$ cat src/rtl/alu_seq_pkg.sv
`default_nettype none
// ============================================================================
// Module      : alu_seq_pkg
// Description : Shared states, opcode/funct constants and decode record for
//               the ALU sequencer.
// Revision    : 1.0 - initial release
// ============================================================================
package alu_seq_pkg;

    typedef enum logic [1:0] {
        ST_IDLE    = 2'd0,
        ST_EXEC    = 2'd1,
        ST_MD_WAIT = 2'd2,
        ST_RESP    = 2'd3
    } state_t;

    localparam logic [5:0] OP_RTYPE = 6'h00;

    localparam logic [5:0] FN_MFHI  = 6'h10;
    localparam logic [5:0] FN_MTHI  = 6'h11;
    localparam logic [5:0] FN_MFLO  = 6'h12;
    localparam logic [5:0] FN_MTLO  = 6'h13;
    localparam logic [5:0] FN_MULT  = 6'h18;
    localparam logic [5:0] FN_MULTU = 6'h19;
    localparam logic [5:0] FN_DIV   = 6'h1A;
    localparam logic [5:0] FN_DIVU  = 6'h1B;

    typedef struct packed {
        logic is_muldiv;
        logic is_div;
        logic is_mfhi;
        logic is_mflo;
        logic is_mthi;
        logic is_mtlo;
        logic wb;
    } dec_t;

endpackage
`default_nettype wire

$ cat src/rtl/alu_op_decode.sv
`default_nettype none
// ============================================================================
// Module      : alu_op_decode
// Description : Combinational classification of an instruction word into the
//               HI/LO and multi-cycle categories the sequencer cares about.
// Revision    : 1.0 - initial release
// ============================================================================
module alu_op_decode
    import alu_seq_pkg::*;
(
    input  logic [31:0] instr,
    output logic        is_muldiv,
    output logic        is_div,
    output logic        is_mfhi,
    output logic        is_mflo,
    output logic        is_mthi,
    output logic        is_mtlo,
    output logic        wb
);

    logic       w_rtype;
    logic [5:0] w_funct;
    logic       w_unused;

    assign w_rtype  = (instr[31:26] == OP_RTYPE);
    assign w_funct  = instr[5:0];
    assign w_unused = ^instr[25:6];

    assign is_muldiv = w_rtype && ((w_funct == FN_MULT) || (w_funct == FN_MULTU) ||
                                   (w_funct == FN_DIV)  || (w_funct == FN_DIVU));
    assign is_div    = w_rtype && ((w_funct == FN_DIV) || (w_funct == FN_DIVU));
    assign is_mfhi   = w_rtype && (w_funct == FN_MFHI);
    assign is_mflo   = w_rtype && (w_funct == FN_MFLO);
    assign is_mthi   = w_rtype && (w_funct == FN_MTHI);
    assign is_mtlo   = w_rtype && (w_funct == FN_MTLO);
    // Only HI/LO writers and mult/div leave the GPR file untouched
    assign wb        = !(is_muldiv || is_mthi || is_mtlo);

endmodule
`default_nettype wire

$ cat src/rtl/alu_seq_ctrl.sv
`default_nettype none
// ============================================================================
// Module      : alu_seq_ctrl
// Description : Multi-cycle sequencer in front of a combinational ALU; owns
//               HI/LO and returns one registered result per instruction.
// Revision    : 1.0 - initial release
// ============================================================================
module alu_seq_ctrl
    import alu_seq_pkg::*;
#(
    parameter int MULDIV_LAT = 4,
    parameter int DATA_W     = 32
) (
    input  logic              clk,
    input  logic              rst,
    input  logic              in_valid,
    output logic              in_ready,
    input  logic [31:0]       in_instr,
    input  logic [DATA_W-1:0] in_rs,
    input  logic [DATA_W-1:0] in_rt,
    output logic [DATA_W-1:0] alu_gr1,
    output logic [DATA_W-1:0] alu_gr2,
    output logic [31:0]       alu_instr,
    input  logic [DATA_W-1:0] alu_c,
    input  logic [2:0]        alu_zon,
    input  logic [DATA_W-1:0] alu_hi,
    input  logic [DATA_W-1:0] alu_lo,
    output logic              out_valid,
    input  logic              out_ready,
    output logic [DATA_W-1:0] out_result,
    output logic [2:0]        out_zon,
    output logic              out_wb,
    output logic              out_div0,
    output logic [DATA_W-1:0] hi_q,
    output logic [DATA_W-1:0] lo_q
);

    localparam logic [3:0] C_CNT_LOAD = 4'(MULDIV_LAT - 1);

    state_t            r_state;
    state_t            w_state_nxt;
    logic [31:0]       r_instr;
    logic [DATA_W-1:0] r_rs;
    logic [DATA_W-1:0] r_rt;
    logic [3:0]        r_cnt;
    dec_t              r_dec;
    dec_t              w_dec_in;

    logic w_is_muldiv, w_is_div, w_is_mfhi, w_is_mflo, w_is_mthi, w_is_mtlo, w_wb;

    alu_op_decode u_dec (
        .instr     (in_instr),
        .is_muldiv (w_is_muldiv),
        .is_div    (w_is_div),
        .is_mfhi   (w_is_mfhi),
        .is_mflo   (w_is_mflo),
        .is_mthi   (w_is_mthi),
        .is_mtlo   (w_is_mtlo),
        .wb        (w_wb)
    );

    assign w_dec_in = '{w_is_muldiv, w_is_div, w_is_mfhi, w_is_mflo,
                        w_is_mthi, w_is_mtlo, w_wb};

    assign alu_gr1   = r_rs;
    assign alu_gr2   = r_rt;
    assign alu_instr = r_instr;

    always_ff @(posedge clk) begin
        if (rst) r_state <= ST_IDLE;
        else     r_state <= w_state_nxt;
    end

    always_comb begin
        w_state_nxt = r_state;
        in_ready    = 1'b0;
        out_valid   = 1'b0;
        case (r_state)
            ST_IDLE: begin
                in_ready = !rst;
                if (in_valid)
                    w_state_nxt = w_dec_in.is_muldiv ? ST_MD_WAIT : ST_EXEC;
            end
            ST_EXEC:    w_state_nxt = ST_RESP;
            ST_MD_WAIT: if (r_cnt == 4'd0) w_state_nxt = ST_RESP;
            ST_RESP: begin
                out_valid = 1'b1;
                if (out_ready) w_state_nxt = ST_IDLE;
            end
            default:    w_state_nxt = ST_IDLE;
        endcase
    end

    always_ff @(posedge clk) begin
        if (rst) begin
            r_instr    <= '0;
            r_rs       <= '0;
            r_rt       <= '0;
            r_cnt      <= '0;
            r_dec      <= '0;
            out_result <= '0;
            out_zon    <= '0;
            out_wb     <= 1'b0;
            out_div0   <= 1'b0;
            hi_q       <= '0;
            lo_q       <= '0;
        end else begin
            case (r_state)
                ST_IDLE: begin
                    if (in_valid) begin
                        r_instr <= in_instr;
                        r_rs    <= in_rs;
                        r_rt    <= in_rt;
                        r_dec   <= w_dec_in;
                        r_cnt   <= w_dec_in.is_muldiv ? C_CNT_LOAD : 4'd0;
                    end
                end
                ST_EXEC: begin
                    out_wb   <= r_dec.wb;
                    out_div0 <= 1'b0;
                    out_zon  <= '0;
                    if (r_dec.is_mfhi)
                        out_result <= hi_q;
                    else if (r_dec.is_mflo)
                        out_result <= lo_q;
                    else if (r_dec.is_mthi || r_dec.is_mtlo)
                        out_result <= '0;
                    else begin
                        out_result <= alu_c;
                        out_zon    <= alu_zon;
                    end
                    if (r_dec.is_mthi) hi_q <= r_rs;
                    if (r_dec.is_mtlo) lo_q <= r_rs;
                end
                ST_MD_WAIT: begin
                    if (r_cnt == 4'd0) begin
                        out_result <= '0;
                        out_wb     <= 1'b0;
                        out_zon    <= '0;
                        // Divide by zero keeps HI/LO and only raises the flag
                        if (r_dec.is_div && (r_rt == '0)) begin
                            out_div0 <= 1'b1;
                        end else begin
                            hi_q <= alu_hi;
                            lo_q <= alu_lo;
                        end
                    end else begin
                        r_cnt <= r_cnt - 4'd1;
                    end
                end
                ST_RESP: begin
                    if (out_ready) begin
                        out_result <= '0;
                        out_zon    <= '0;
                        out_wb     <= 1'b0;
                        out_div0   <= 1'b0;
                    end
                end
                default: ;
            endcase
        end
    end

endmodule
`default_nettype wire
$ cat config.mk
export PLATFORM = sky130hd
export DESIGN_NAME = alu_seq_ctrl
export DESIGN_NICKNAME = d
export VERILOG_FILES = /design/src/rtl/alu_seq_pkg.sv /design/src/rtl/alu_op_decode.sv /design/src/rtl/alu_seq_ctrl.sv
export SDC_FILE = /design/constraint.sdc
export NUM_CORES = 1
export LEC_CHECK = 0
export CORE_AREA = 3 3 152 154
export DETAILED_ROUTE_END_ITERATION = 7
export DIE_AREA = 0 0 155 157
export MAX_ROUTING_LAYER = met4
export PLACE_DENSITY = 0.8
export SLEW_MARGIN = 20
export SYNTH_ARGS = -nofsm -noshare
export SYNTH_HDL_FRONTEND = slang
export SYNTH_SLANG_ARGS = --single-unit
export TNS_END_PERCENT = 5
$ cat constraint.sdc
create_clock -name clk -period 4.6 [get_ports clk]
set_clock_uncertainty 0.1 [all_clocks]
set_input_delay 0.92 -clock clk [delete_from_list [all_inputs] [get_ports clk]]
set_output_delay 0.92 -clock clk [all_outputs]
set_load 0.005 [all_outputs]
==> impl_metrics.json <==
{
  "ys_types": 42,
  "cts_setup_buffers": 0,
  "dieHeight_um": 157,
  "hp-class": "reg -> reg",
  "vdd_drop_max_mv": 0.560,
  "final_cell_area_um2": 14100,
  "synth_top_flop_cell": "dfxtp_1",
  "cts_made_buffers": 23,
  "tightest_slew_ns": 1.03,
  "syn_inst": 1109,
  "cp_slowest_cell": "clkdlybuf4s50_1",
  "track_usage_pct": 26.3,
  "rows": 54,
  "routed_via_density": 5.30,
  "start_kind": "flip-flop",
  "overflow": 0,
  "grt_max_degree": 180,
  "finalHoldViolCount": 0,
  "async_reset_ff_share_pct": 0,
  "rr_worst_depth": 7,
  "num_vias": 9256,
  "grt_setup_unrepaired": "false",
  "fill_cells": 1842,
  "pin_count": 398,
  "max-cap-violations": 0,
  "holdPathStages": 2,
  "yosysTopAreaCell": "dfxtp_1",
  "dp.cells": 1708,
  "cp_cell_sequence": "inv_1, ha_1, nor2b_1, clkdlybuf4s50_1",
  "holdBufCountCts": 0,
  "dr.pass1.iters": 7,
  "critical_path_arrival_ns": 2.04,
  "cts-root-buf": "clkbuf_16",
  "syn2layout_area_growth_pct": 50.7,
  "fin_nets": 1659,
  "portBuffers": 397,
  "die_area_um2": 24300,
  "clock_sinks": 209,
  "cellPowerDensity_nw_per_um2": 507,
  "finalPower_mw": 7.16,
  "syn_avg_cell_area_um2": 8.46,
  "post_drt_wl_per_cell_um": 18.8,
  "core_um2": 21800,
  "yosysSeqAreaShare_pct": 44.6,
  "drc_errors": 0,
  "drive_gt1_share_pct": 8.73,
  "synth_edf_count": 0,
  "finalSetupViolCount": 0,
  "postRouteAntennaNets": 0,
  "multi_input_area_um2": 4770,
  "path_class": "reg -> out",
  "ctsResizeCount": 0,
  "critPathMaxStageDelay_ns": 0.51,
  "htreeDepth": 1,
  "status": "finished, final reports clean",
  "fin_cells": 1748,
  "cts_tree": "built",
  "synthTopCellsByArea": "dfxtp_1 (45%), nand2_1 (12%), a21oi_1 (11%), mux2_4 (9.6%), nor2b_1 (4.7%)",
  "fin_util_pct": 64.7,
  "ys_seq_elements": 209,
  "drt_iter0_drc": 614,
  "clk_pin_slew_worst_paths_ns": 0.06,
  "wl_um": 32900,
  "finalCriticalPeriod_ns": 3.06,
  "seq_area_um2": 4190,
  "clk-insertion-delay-late_ns": 0.50,
  "place_congestion": 0.958,
  "worst-path-stages": 4,
  "syn_area_um2": 9380,
  "cellLeakagePower_nw": 5.27,
  "synthesis.nets": 1315,
  "start_util_pct": 43.0,
  "cp_max_fo": 5,
  "post_dp_cell_area_um2": 13400,
  "path_buf_inv": 2,
  "hpwlAfterDp_um": 23700,
  "die_x_um": 155,
  "synth_top_area_share_pct": 44.6,
  "crit_path_end_kind": "output port",
  "critPathTopFamily": "buffers and inverters",
  "cts_buffer_depth": 3,
  "grt_pass1_vias": 8954,
  "grt_pass1_wl_um": 49700,
  "timing.fmax_ghz": 0.327,
  "period_share_pct": 66.5,
  "ys_warn_count": 0,
  "crit_required_ns": 3.58,
  "slew_viol_final": 0,
  "setup_tns_ns": 0,
  "antenna_found_initial": 0,
  "max-slew-margin-rel_pct": 31.3
}
[through the flow]
step	hold slack [ns]	setup slack [ns]
CTS	0.353	1.59
global route	0.368	1.37
detailed placement	0.346	1.62
floorplan	0.327	1.89
finish	0.351	1.54
global placement	0.341	1.65
[flip-flops by register name, summed over array words and instances (netlist names)]
name	flops
out_div0	1
alu_instr	32
hi_q	32
lo_q	32
r_cnt	4
out_wb	1
out_result	32
r_state	2
out_zon	3
alu_gr1	32
r_dec	6
alu_gr2	32
[cells in the mapped netlist, types with 2 or more instances]
master,count
nand2_1,303
dfxtp_1,209
a21oi_1,203
nor2b_1,70
clkbuf_1,63
mux2_4,60
nor2_1,44
a22oi_1,35
o2bb2ai_1,32
buf_1,11
ha_1,7
nand3_1,7
buf_12,6
buf_2,5
inv_1,5
nor4_1,5
and2_1,4
mux2_2,4
nor3_1,3
nor3_4,3
nor4_2,3
o21ai_0,3
nand2b_1,2
o22ai_1,2
or3b_1,2
xor2_1,2
[metal layers]
metal | track usage (%) | wire (µm) | vias up
met1 | 32.7 | 13600 | 4350
li1 | - | - | 4444
met2 | 42.1 | 15500 | 395
met5 | - | 0 | -
met3 | 6.41 | 2640 | 67
met4 | 8.75 | 1140 | 0
[worst paths after layout]
| kind | slack (ns) | start | endpoint |
|---|---|---|---|
| setup / recovery | 1.54 | r_state[1]$_SDFFE_PP0P_ | in_ready |
| hold / removal | 0.35 | out_zon[0]$_SDFFE_PP0P_ | out_zon[0]$_SDFFE_PP0P_ |
| setup reg to reg | 1.67 | r_state[0]$_SDFFE_PP0P_ | lo_q[15]$_SDFFE_PP0P_ |
| hold reg to reg | 0.35 | out_zon[0]$_SDFFE_PP0P_ | out_zon[0]$_SDFFE_PP0P_ |
[power by group]
| group | total (mW) | leakage [nW] | internal, mW | switching [mW] |
|---|---|---|---|---|
| Clock | 1.83 | 0.371 | 1.10 | 0.727 |
| Sequential | 2.49 | 1.71 | 2.20 | 0.283 |
| Combinational | 2.84 | 3.19 | 1.43 | 1.41 |
[worst min-delay path: stages (launching register included)]
cell	delay, ns
dfxtp_1	0.31
nand2_1	0.05
a21oi_1	0.05
[area by class of cell]
class                      instances  area share [%]
multi-input combinational        808            33.8
inverter                           6           0.159
sequential                       209            29.6
timing repair buffer             405            28.6
clock buffer                      31            4.64
antenna                            1          0.0177
tap                              280            2.48
clock inverter                     8           0.655
[kinds of logic (layout without fill, tap and decap cells)]
logic type	Yosys count	after routing	share of synthesized area [%]
AND/OR/NAND/NOR	457	457	22.1
AO/OA/AOI/OAI	278	278	17.2
flip-flops	209	209	44.6
buffers and inverters	92	450	4.87
multiplexers	64	64	10.1
adder cells (fa/ha/maj)	7	7	0.934
XOR/XNOR	2	2	0.187
other	0	1	0
[cells in the final DEF (no fill, tap or decap), types with 6 or more instances in the layout]
cell             instances
nand2_1                302
clkbuf_16               23
o2bb2ai_1               32
a22oi_1                 35
ha_1                     6
clkdlybuf4s50_1        396
nand3_1                  7
nor2b_1                 70
nor2_1                  43
a21oi_1                203
buf_4                    7
dfxtp_1                208
mux2_4                  60
(Power assumes the default switching activity.)
